--- config.mk ---
export PLATFORM = sky130hd
export DESIGN_NAME = pm_loader_flat
export DESIGN_NICKNAME = d
export VERILOG_FILES = /design/src/rtl/pm_loader_if.sv /design/src/rtl/pm_loader.sv /design/src/flat_wrapper.sv
export SDC_FILE = /design/constraint.sdc
export NUM_CORES = 1
export LEC_CHECK = 0
export ABC_AREA = 1
export CORE_ASPECT_RATIO = 1.75
export CORE_MARGIN = 1.5
export CORE_UTILIZATION = 54
export DETAILED_ROUTE_END_ITERATION = 12
export PLACE_DENSITY = 0.83
export SYNTH_ARGS = -nofsm -noshare
export SYNTH_HDL_FRONTEND = slang
export SYNTH_SLANG_ARGS = --single-unit
--- constraint.sdc ---
create_clock -name clk -period 1.6 [get_ports clk]
set_input_delay 0.32 -clock clk [delete_from_list [all_inputs] [get_ports clk]]
set_output_delay 0.32 -clock clk [all_outputs]
set_load 0.02 [all_outputs]
--- src/rtl/pm_loader_if.sv ---
// Host byte link and PM write port of the program-memory boot loader.
// The slave modport is the loader side; the master modport is the host/memory side.
interface pm_loader_if #(
  parameter int PMA_SIZE = 16,
  parameter int PMD_SIZE = 32
);
  logic [7:0]          hst_dt;
  logic                hst_vld;
  logic                ld_hst_rdy;
  logic                ld_pm_cslt;
  logic                ld_pm_wrb;
  logic [PMA_SIZE-1:0] ld_pm_add;
  logic [PMD_SIZE-1:0] ld_pm_dt;
  logic                ld_ps_hold;
  logic                ld_done;
  logic                ld_err;

  modport slave (
    input  hst_dt, hst_vld,
    output ld_hst_rdy, ld_pm_cslt, ld_pm_wrb, ld_pm_add, ld_pm_dt,
           ld_ps_hold, ld_done, ld_err
  );

  modport master (
    output hst_dt, hst_vld,
    input  ld_hst_rdy, ld_pm_cslt, ld_pm_wrb, ld_pm_add, ld_pm_dt,
           ld_ps_hold, ld_done, ld_err
  );
endinterface

--- src/rtl/pm_loader.sv ---
// Boot-time program memory loader: assembles host bytes into PM words, writes them,
// verifies an XOR checksum and keeps the program sequencer held until the image is good.
module pm_loader #(
  parameter int                  PMA_SIZE  = 16,
  parameter int                  PMD_SIZE  = 32,
  parameter logic [PMA_SIZE-1:0] START_ADD = '0
) (
  input  logic           clk,
  input  logic           reset,
  pm_loader_if.slave     bus
);

  localparam int WB   = PMD_SIZE / 8;
  localparam int IDXW = (WB > 1) ? $clog2(WB) : 1;
  localparam logic [IDXW-1:0] LAST_IDX = IDXW'(WB - 1);

  typedef enum logic [2:0] {
    CNT_HI,
    CNT_LO,
    DATA,
    WRITE,
    CHK,
    DONE,
    ERR
  } state_t;

  state_t              state;
  state_t              state_nxt;
  logic [15:0]         count;
  logic [IDXW-1:0]     byte_idx;
  logic [PMD_SIZE-1:0] shift_reg;
  logic [PMD_SIZE-1:0] word_reg;
  logic [PMD_SIZE-1:0] shift_nxt;
  logic [7:0]          chk;
  logic [PMA_SIZE-1:0] addr;

  logic rdy;
  logic cslt;
  logic wrb;
  logic hold;
  logic done;
  logic err;

  always_ff @(posedge clk) begin
    if (reset) state <= CNT_HI;
    else       state <= state_nxt;
  end

  // Outputs depend on state only; the host inputs only steer the next state.
  always_comb begin
    state_nxt = state;
    rdy       = 1'b0;
    cslt      = 1'b0;
    wrb       = 1'b0;
    hold      = 1'b1;
    done      = 1'b0;
    err       = 1'b0;
    case (state)
      CNT_HI: begin
        rdy = 1'b1;
        if (bus.hst_vld) state_nxt = CNT_LO;
      end
      CNT_LO: begin
        rdy = 1'b1;
        if (bus.hst_vld) state_nxt = ({count[15:8], bus.hst_dt} == 16'd0) ? CHK : DATA;
      end
      DATA: begin
        rdy = 1'b1;
        if (bus.hst_vld && byte_idx == LAST_IDX) state_nxt = WRITE;
      end
      WRITE: begin
        cslt      = 1'b1;
        wrb       = 1'b1;
        state_nxt = (count == 16'd1) ? CHK : DATA;
      end
      CHK: begin
        rdy = 1'b1;
        if (bus.hst_vld) state_nxt = (bus.hst_dt == chk) ? DONE : ERR;
      end
      DONE: begin
        hold = 1'b0;
        done = 1'b1;
      end
      ERR: begin
        err = 1'b1;
      end
      default: state_nxt = CNT_HI;
    endcase
  end

  assign shift_nxt = (shift_reg << 8) | PMD_SIZE'(bus.hst_dt);

  // word_reg only changes when a word completes, so the PM data bus stays stable between writes.
  always_ff @(posedge clk) begin
    if (reset) begin
      count     <= '0;
      byte_idx  <= '0;
      shift_reg <= '0;
      word_reg  <= '0;
      chk       <= '0;
      addr      <= START_ADD;
    end else begin
      case (state)
        CNT_HI: if (bus.hst_vld) count[15:8] <= bus.hst_dt;
        CNT_LO: if (bus.hst_vld) begin
          count[7:0] <= bus.hst_dt;
          byte_idx   <= '0;
        end
        DATA: if (bus.hst_vld) begin
          shift_reg <= shift_nxt;
          chk       <= chk ^ bus.hst_dt;
          if (byte_idx == LAST_IDX) begin
            byte_idx <= '0;
            word_reg <= shift_nxt;
          end else begin
            byte_idx <= byte_idx + IDXW'(1);
          end
        end
        WRITE: begin
          addr  <= addr + PMA_SIZE'(1);
          count <= count - 16'd1;
        end
        default: ;
      endcase
    end
  end

  assign bus.ld_hst_rdy = rdy;
  assign bus.ld_pm_cslt = cslt;
  assign bus.ld_pm_wrb  = wrb;
  assign bus.ld_pm_add  = addr;
  assign bus.ld_pm_dt   = word_reg;
  assign bus.ld_ps_hold = hold;
  assign bus.ld_done    = done;
  assign bus.ld_err     = err;

endmodule
--- src/flat_wrapper.sv ---
// flat-port wrapper written by rule: the top's interface ports become plain ports
module pm_loader_flat 
#(
  parameter int                  PMA_SIZE  = 16,
  parameter int                  PMD_SIZE  = 32,
  parameter logic [PMA_SIZE-1:0] START_ADD = '0
)
  (clk, reset, bus_hst_dt, bus_hst_vld, bus_ld_hst_rdy, bus_ld_pm_cslt, bus_ld_pm_wrb, bus_ld_pm_add, bus_ld_pm_dt, bus_ld_ps_hold, bus_ld_done, bus_ld_err);
  pm_loader_if #(.PMA_SIZE(PMA_SIZE), .PMD_SIZE(PMD_SIZE)) bus_i ();
  input  logic clk;
  input  logic reset;
  input wire logic [$bits(bus_i.hst_dt)-1:0] bus_hst_dt;
  input wire logic [$bits(bus_i.hst_vld)-1:0] bus_hst_vld;
  output wire logic [$bits(bus_i.ld_hst_rdy)-1:0] bus_ld_hst_rdy;
  output wire logic [$bits(bus_i.ld_pm_cslt)-1:0] bus_ld_pm_cslt;
  output wire logic [$bits(bus_i.ld_pm_wrb)-1:0] bus_ld_pm_wrb;
  output wire logic [$bits(bus_i.ld_pm_add)-1:0] bus_ld_pm_add;
  output wire logic [$bits(bus_i.ld_pm_dt)-1:0] bus_ld_pm_dt;
  output wire logic [$bits(bus_i.ld_ps_hold)-1:0] bus_ld_ps_hold;
  output wire logic [$bits(bus_i.ld_done)-1:0] bus_ld_done;
  output wire logic [$bits(bus_i.ld_err)-1:0] bus_ld_err;
  assign bus_i.hst_dt = bus_hst_dt;
  assign bus_i.hst_vld = bus_hst_vld;
  assign bus_ld_hst_rdy = bus_i.ld_hst_rdy;
  assign bus_ld_pm_cslt = bus_i.ld_pm_cslt;
  assign bus_ld_pm_wrb = bus_i.ld_pm_wrb;
  assign bus_ld_pm_add = bus_i.ld_pm_add;
  assign bus_ld_pm_dt = bus_i.ld_pm_dt;
  assign bus_ld_ps_hold = bus_i.ld_ps_hold;
  assign bus_ld_done = bus_i.ld_done;
  assign bus_ld_err = bus_i.ld_err;
  pm_loader #(.PMA_SIZE(PMA_SIZE), .PMD_SIZE(PMD_SIZE), .START_ADD(START_ADD)) u_core (.clk(clk), .reset(reset), .bus(bus_i));
endmodule
==> results of run 1 <==
[path summary, 6_finish.rpt]
| check | startpoint | endpoint | slack, ns | cells after the start |
|---|---|---|---|---|
| worst max-delay path | u_core.state[0] | bus_ld_pm_cslt | -0.03 | 4 |
| worst min-delay path | u_core.bus.ld_pm_add[15] | u_core.bus.ld_pm_add[15] | 0.46 | 2 |
| worst max register to register | u_core.state[0] | u_core.bus.ld_pm_dt[29] | 0.04 | 9 |
| worst min register to register | u_core.bus.ld_pm_add[15] | u_core.bus.ld_pm_add[15] | 0.46 | 2 |
[per-layer routing]
metal  up-vias  global-route usage  part of all wire
met5         -                   0                 0
met4         0               0.151             0.049
met3        57              0.0411             0.047
met2       185               0.519              0.54
met1      2211               0.302              0.36
li1       2224                   -                 -
[timing repair]
item / 4_1_cts / 5_1_grt
setup buffers: 2 / 9
cloned: 1 / 4
pin swaps: 2 / 10
gates resized for setup: 86 / 40
endpoints found under the setup margin: 106 / 88
[through the flow]
stage / hold WS (ns) / util / power (mW) / cells / TNS, ns
finish: 0.461 / 0.755 / 6.17 / 818 / -0.0632
global route: 0.504 / 0.755 / 6.40 / 818 / -0.534
CTS: 0.463 / 0.721 / 6.07 / 806 / -0.00525
detailed placement: 0.454 / 0.681 / 3.77 / 787 / -8.74
global placement: 0.446 / 0.681 / 3.73 / 787 / -5.81
floorplan: 0.389 / - / 3.40 / 616 / 0
[worst max-delay path, stage by stage (launching register included)]
cell                      delay [ns]
sky130_fd_sc_hd__dfxtp_4        0.40
sky130_fd_sc_hd__nand2_2        0.08
sky130_fd_sc_hd__nor2_4         0.18
sky130_fd_sc_hd__buf_4          0.16
sky130_fd_sc_hd__buf_4          0.14
[synthesized netlist by cell type (2+ instances only)]
master / number
sky130_fd_sc_hd__buf_4: 4
sky130_fd_sc_hd__buf_2: 12
sky130_fd_sc_hd__ha_1: 4
sky130_fd_sc_hd__a21oi_1: 89
sky130_fd_sc_hd__nand2_2: 3
sky130_fd_sc_hd__a31oi_1: 4
sky130_fd_sc_hd__buf_1: 2
sky130_fd_sc_hd__clkbuf_1: 10
sky130_fd_sc_hd__nand2_1: 96
sky130_fd_sc_hd__dfxtp_1: 101
sky130_fd_sc_hd__inv_1: 76
sky130_fd_sc_hd__o21ai_1: 2
sky130_fd_sc_hd__inv_2: 2
sky130_fd_sc_hd__nor2_2: 4
sky130_fd_sc_hd__o21bai_1: 3
sky130_fd_sc_hd__nor3_1: 3
sky130_fd_sc_hd__xnor2_1: 4
sky130_fd_sc_hd__nor2_4: 3
sky130_fd_sc_hd__o211ai_1: 2
sky130_fd_sc_hd__o21ai_0: 93
sky130_fd_sc_hd__nor2_1: 68
sky130_fd_sc_hd__nand3_1: 21
[power by group through the flow]
stage / clock network, mW / logic [mW] / registers [mW]
final: 2.31 / 1.11 / 2.75
after global routing: 2.41 / 1.22 / 2.76
after CTS: 2.32 / 1.01 / 2.74
after detailed placement: 0 / 0.979 / 2.79
after global placement: 0 / 0.947 / 2.79
after floorplan: 0 / 0.629 / 2.77
[logic make-up after synthesis]
| logic type | Yosys count | synth area share |
|---|---|---|
| AOI/OAI and AO/OA | 196 | 0.228 |
| DFF | 101 | 0.457 |
| xor gates and xnor gates | 5 | 0.00989 |
| and+or+nand+nor | 204 | 0.197 |
| adders and majority gates | 4 | 0.0113 |
| buffers and inverters | 106 | 0.0967 |
[layout make-up]
type                       instances  area [um^2]  area share
inverter                          78          307      0.0510
timing repair buffer             124         1200       0.199
clock inverter                     7         93.8      0.0156
sequential                       101         2030       0.338
multi-input combinational        409         2040       0.340
tap                               90          113      0.0187
clock buffer                       9          225      0.0375
==> results by stage, run 1 <==
Critical path:
- The critical path is of the reg2out type.
- The worst setup path is launched from a flip-flop.
- The type of element capturing the critical path is a primary output.
- The maximum fanout encountered on the critical timing path is 6.
- For the worst setup path, the data required time is 1.28 ns.
- The arrival time of data at the critical path endpoint is 1.31 ns.

Outcome:
- The run finished, with violations left.
- The final reports fail on design-rule violations, negative setup slack.

Synthesis:
- The average cell area after synthesis is 7.18 um^2.
- The synthesis warning total is 0.
- The netlist area before placement is 4430 um^2.
- The synthesized netlist contains 32 unique library cells.
- The largest total area in the synthesized netlist belongs to sky130_fd_sc_hd__dfxtp_1.
- The post-synthesis net count is 631.
- For this run, the register share of the synthesized area comes to 0.457.
- The share of synthesized registers carrying an async set or reset is 0.
- Synthesis produced a netlist whose cell count is 616.
- Of the post-synthesis cell area, the dominant cell type holds 0.457.
- The number of enable-type register cells in the synthesized netlist is 0.
- The most used flip-flop cell after synthesis is sky130_fd_sc_hd__dfxtp_1.
- The synthesized design contains 101 register bits.
- Sorting the synthesized cells by area gives the leading types as sky130_fd_sc_hd__dfxtp_1 (46%), sky130_fd_sc_hd__o21ai_0 (11%), sky130_fd_sc_hd__a21oi_1 (10%), sky130_fd_sc_hd__nand2_1 (8.1%), sky130_fd_sc_hd__inv_1 (6.4%).

Clock network:
- The number of clock sinks is 101.
- The clock tree synthesis step divided the H-tree into 3 levels.
- The TritonCTS clock tree is yes.
- Clock-pin slew was measured on the worst setup and hold paths at 0.08 ns.
- At the later pin of the worst-skew pair, clock insertion delay measures 0.35 ns.
- The maximum count of clock buffers along a single path is 2.
- The number of buffers created by CTS is 9.
- The quantity of hold-fixing buffers added after cts is 0.
- The buffer cell driving the clock tree root is sky130_fd_sc_hd__clkbuf_16.

Global routing:
- Across every metal layer, demand over resource in global routing totals 0.281.
- After global routing the overflow that remains totals 0.
- The largest net degree at the start of global routing is 46.
- The number of global-route vias before repair came to 4,262.
- The first global-routing pass estimated 19,400 um of wire.
- The number of antenna violations at the first check in global routing is 0.

Layout:
- The antenna diode count is 0.
- The area growth from synthesis to layout is 35.8%.
- The library cell used most frequently in the layout, excluding fill and tap cells, is sky130_fd_sc_hd__dfxtp_1.
- After routing the design area is 6010 um^2.
- The number of fill cells is 617.
- The fraction of layout cells with a size suffix above 1 is 0.158.
- In the layout the commonest cells are sky130_fd_sc_hd__dfxtp_1 (98), sky130_fd_sc_hd__nand2_1 (91), sky130_fd_sc_hd__a21oi_1 (89).
- The number of nets in the layout is 738.
- The number of flip-flops in the largest register is 32.

Floorplanning:
- The floorplan has 43 rows.
- The die outline area is 8770 um^2.
- The area of the placeable core is 7960 um^2.
- The top-level port count is 65.
- The die is 123 um tall.
- The initial utilization of the core area, before any placement, comes to 0.556.
- The floorplan step set the die width to 71.4 um.

Power:
- The fraction of power consumed by combinational cells is 0.179.
- The power per cell area is 1030 nW/um^2.
- Across the VDD grid, the largest voltage drop is 0.929 mV.
- Internal power comes to 4.34 mW.
- The share of total power dissipated in the clock network is 0.375.
- In this run the power spent charging and discharging nets is 1.83 mW.
- The leakage power figure is 2.78 nW.
- Of the total power, the share spent switching nets is 0.297.
- The share of total power dissipated in sequential elements is 0.445.

Flow run:
- The tool flagged a number of max-cap violations equal to 0.

Drt:
- The post-detailed-route DRC marker count is 1.
- The post-detailed-route wirelength per cell is 16.2 um.
- The via count normalized by instance count is 5.72.
- The count of nets left with antenna violations after detail routing is 0.
- The number of optimization iterations in the first detailed-route pass is 11.
- In this run, the number of DRC markers left after iteration 0 of detailed routing was 405.
- The vias after detailed routing is 4,677.
- The routed design has 13,200 um of wire.

Placement:
- The HPWL after detailed placement is 8310 um.
- The global placement routability congestion is 0.911.
- The placement-stage cell area is 5420 um^2.
- The worst setup slack before clock tree synthesis is -0.192 ns.
- The number of input and output port buffers inserted is 64.

Timing:
- The post-route clock skew is 0.00952 ns.
- The share of the clock period used by the worst path after layout is 1.02.
- The number of setup violations in the final report is 2.
- In this run the tightest slew margin relative to its limit is 0.787.
- The number of slew-limit violations in the final report is 0.
- After layout, the worst setup slack is -0.0317 ns.
- The minimum clock period is 1.63 ns.
- The achievable clock frequency is 0.613 GHz.
- For the pin with the worst max-slew slack, the measured transition is 0.317 ns.
- Setup repair after global routing could not meet its margin everywhere.
- The final hold violation count was 0.

Min path:
- The class of the worst hold path is reg2reg.
Power figures use the tool's default switching activity.
==> run 2: changes to the inputs <==
Settings changed: CAP_MARGIN set to 20, CORE_MARGIN 1.5 to 4, SLEW_MARGIN set to 20.
==> results by stage, run 2 (synthesis results as in run 1) <==
Layout:
- Leaving out fill and tap cells, the most frequent cell in the layout is sky130_fd_sc_hd__dfxtp_1.
- In the final design database the tool counted 733 nets.
- The fraction of layout cells with a size suffix above 1 is 0.166.
- The finished cells cover 5940 um^2.
- The layout overhead on the synthesized area is 34.3%.
- The antenna diode count is 0.
- The register with the most flip-flops in the layout has 32 of them.
- For this run, the number of standard cells in the final layout without fillers is 813.
- At the end of the flow the core is filled with cells to 0.746.
- In the layout the commonest cells are sky130_fd_sc_hd__dfxtp_1 (98), sky130_fd_sc_hd__nand2_1 (93), sky130_fd_sc_hd__a21oi_1 (88).

Min path:
- The launch point of the worst hold path is u_core.bus.ld_pm_add[15].
- The instance count along the most critical hold path is 2.
- The path class of the tightest hold or removal check is reg2reg.
- The path with the worst hold slack has its endpoint at u_core.bus.ld_pm_add[15].

Power:
- The switching fraction of total power is 0.291.
- The internal power consumption is 4.31 mW.
- Of the total power, registers draw 0.452.
- The power per cell area is 1020 nW/um^2.
- The fraction of power consumed by combinational cells is 0.177.
- After layout, the design draws a total of 6.09 mW.
- The leakage power figure is 2.74 nW.
- Of the total power, the clock network draws 0.371.
- The reported net switching power is 1.77 mW.
- The peak supply drop is 0.933 mV.

Critical path:
- Among all stages on the critical path, the largest delay is contributed by sky130_fd_sc_hd__dfxtp_4.
- Of all nets on the critical path, the largest fanout is 6.
- The longest individual stage delay on the worst path is 0.40 ns.
- In this run the number of cells on the critical path is 4.
- In this run the critical register-to-register path is captured at u_core.count[5].
- The start-to-end type of the worst setup path is reg2out.
- Data on the critical path is required at its endpoint by 1.28 ns.
- Counting both buffers and inverters, the worst setup path holds a total of 2.
- The reg2reg setup slack is 0.04 ns.
- The reg-to-reg critical path startpoint is u_core.state[1].
- The type of element capturing the critical path is a primary output.
- Broken down by cell family, the worst path's largest delay share belongs to flip-flops.
- The arrival time of data at the critical path endpoint is 1.25 ns.
- The critical path goes through nand2_2 > nor2_4 > buf_12 > buf_2.
- The type of origin of the critical path is a flip-flop.
- The number of cells on the worst reg-to-reg path is 8.

Timing:
- The final total negative setup slack is 0 ns.
- Setup violations remaining at the end of the flow were counted as 0.
- The number of slew-limit violations in the final report is 0.
- The minimum clock period is 1.57 ns.
- The slew at the pin closest to its max-slew limit is 0.282 ns.
- The final hold violation count came to 0.
- The tightest slew margin relative to the limit is 0.812.
- The share of the clock period used by the worst path after layout is 0.980.
- For the final database, setup skew stands at 0.00928 ns.
- Setup repair after global routing could not meet its margin everywhere.
- Across all hold checks on the routed design, the worst slack comes to 0.456 ns.
- Derived from the worst setup path, the maximum achievable clock frequency is 0.638 GHz.
- The post-route worst setup slack is 0.0316 ns.

Drt:
- After detailed routing, the number of vias per cell comes to 5.68.
- The vias after detailed routing is 4,615.
- Before antenna repair, the detailed router went through 6 iterations.
- The post-detailed-route DRC marker count is 0.
- After detailed routing, the average wire length per cell comes to 15.7 um.
- The count of routing violations after the opening detailed-route iteration is 307.
- The aggregate routed wire length is 12,800 um.
- The count of nets left with antenna violations after detail routing is 0.

Clock network:
- The clock slew at the register clock pins of the worst setup and hold paths is 0.07 ns.
- The number of buffers created by CTS is 9.
- The buffer cell driving the clock tree root is sky130_fd_sc_hd__clkbuf_16.
- Clock tree synthesis found a total of 101 sinks.
- The TritonCTS clock tree is yes.
- The clock tree synthesis step divided the H-tree into 3 levels.
- The clock latency on the worst-skew pair is 0.35 ns.
- The number of hold buffers added after CTS was 0.
- In this run the deepest clock path goes through 2 buffers.

Flow run:
- Max-cap violations in this run came to 0.

Floorplanning:
- The initial utilization of the core area, before any placement, comes to 0.556.
- In this run the standard cell core region covers 7960 um^2.
- The standard-cell row count is 43.
- The floorplan step defined a die boundary enclosing 9760 um^2.
- The die width is 76.4 um.
- The top-level port count is 65.
- The die is 128 um tall.

Placement:
- The placed instances occupy a cell area of 5450 um^2.
- The number of input and output port buffers inserted is 64.
- The worst setup slack before clock tree synthesis is -0.209 ns.
- Detailed placement finished with a half-perimeter wire length of 8470 um.
- Once placement completed, the tool counted placed cells totaling 790.
- The global placement routability congestion is 0.931.

Global routing:
- The number of antenna violations at the first check in global routing is 0.
- The largest net degree at the start of global routing is 70.
- The global router's overall resource usage is 0.251.
- The number of global-route vias before repair came to 4,523.
- The global-route wire length before repair is 20,100 um.
- The overall overflow remaining after global route is 0.

Outcome:
- The flow ran to the end, and the final reports show no timing, DRC or antenna violations.
[run 2: cell count changes in the layout (fill, tap and decap cells not counted), moves of 2 or more]
cell,delta
sky130_fd_sc_hd__nand2_2,-3
sky130_fd_sc_hd__o21ai_1,+6
sky130_fd_sc_hd__buf_2,+2
sky130_fd_sc_hd__buf_4,-4
sky130_fd_sc_hd__nor2_2,+8
sky130_fd_sc_hd__nor2_1,-7
sky130_fd_sc_hd__inv_6,+2
sky130_fd_sc_hd__nand2_1,+2
sky130_fd_sc_hd__o21ai_0,-7
sky130_fd_sc_hd__inv_8,-2
[run 2: tightest hold or removal path: stages (launching register included)]
cell and delay, ns:
sky130_fd_sc_hd__dfxtp_1 0.32, sky130_fd_sc_hd__inv_1 0.05, sky130_fd_sc_hd__a21oi_1 0.05
[run 2: cell type report]
class,instances,area [um^2]
clock buffers,9,225
clock inverters,7,80.1
fillers,598,2020
inverters,78,302
multi-input cells,409,2080
flip-flops and latches,101,2030
well taps,90,113
repair buffers,119,1110
[run 2: timing repair]
item,in CTS,in global routing
resized for setup,80,52
pin swaps,2,6
endpoints found under the hold margin,0,0
setup buffers,2,2
cloned,1,3
endpoints found under the setup margin,97,91
[run 2: how the worst max path moves through the flow]
stage,from,endpoint
6_report,u_core.state[1],bus_ld_pm_wrb
5_1_grt,u_core.state[1],u_core.bus.ld_pm_add[14]
4_1_cts,u_core.state[0],u_core.bus.ld_pm_dt[12]
3_5_place_dp,bus_hst_vld,u_core.bus.ld_pm_dt[15]
3_3_place_gp,bus_hst_vld,u_core.state[2]
2_1_floorplan,u_core.bus.ld_pm_add[0],u_core.bus.ld_pm_add[14]
[run 2: layer usage]
metal  global-route usage  part of all wire  wire length [um]  up-vias
met5                    0                 0                 0        -
met4                0.142             0.042               540        0
met3               0.0457             0.047               601       45
met2                0.471              0.55              6980      188
met1                0.260              0.36              4640     2165
li1                     -                 -                 -     2217
[run 2: power groups by stage]
stage	Clock, mW	Combinational, mW	Sequential (mW)
final	2.26	1.08	2.75
after global routing	2.36	1.20	2.76
after CTS	2.26	1.01	2.74
after detailed placement	0	0.975	2.79
after global placement	0	0.941	2.78
after floorplan	0	0.629	2.77
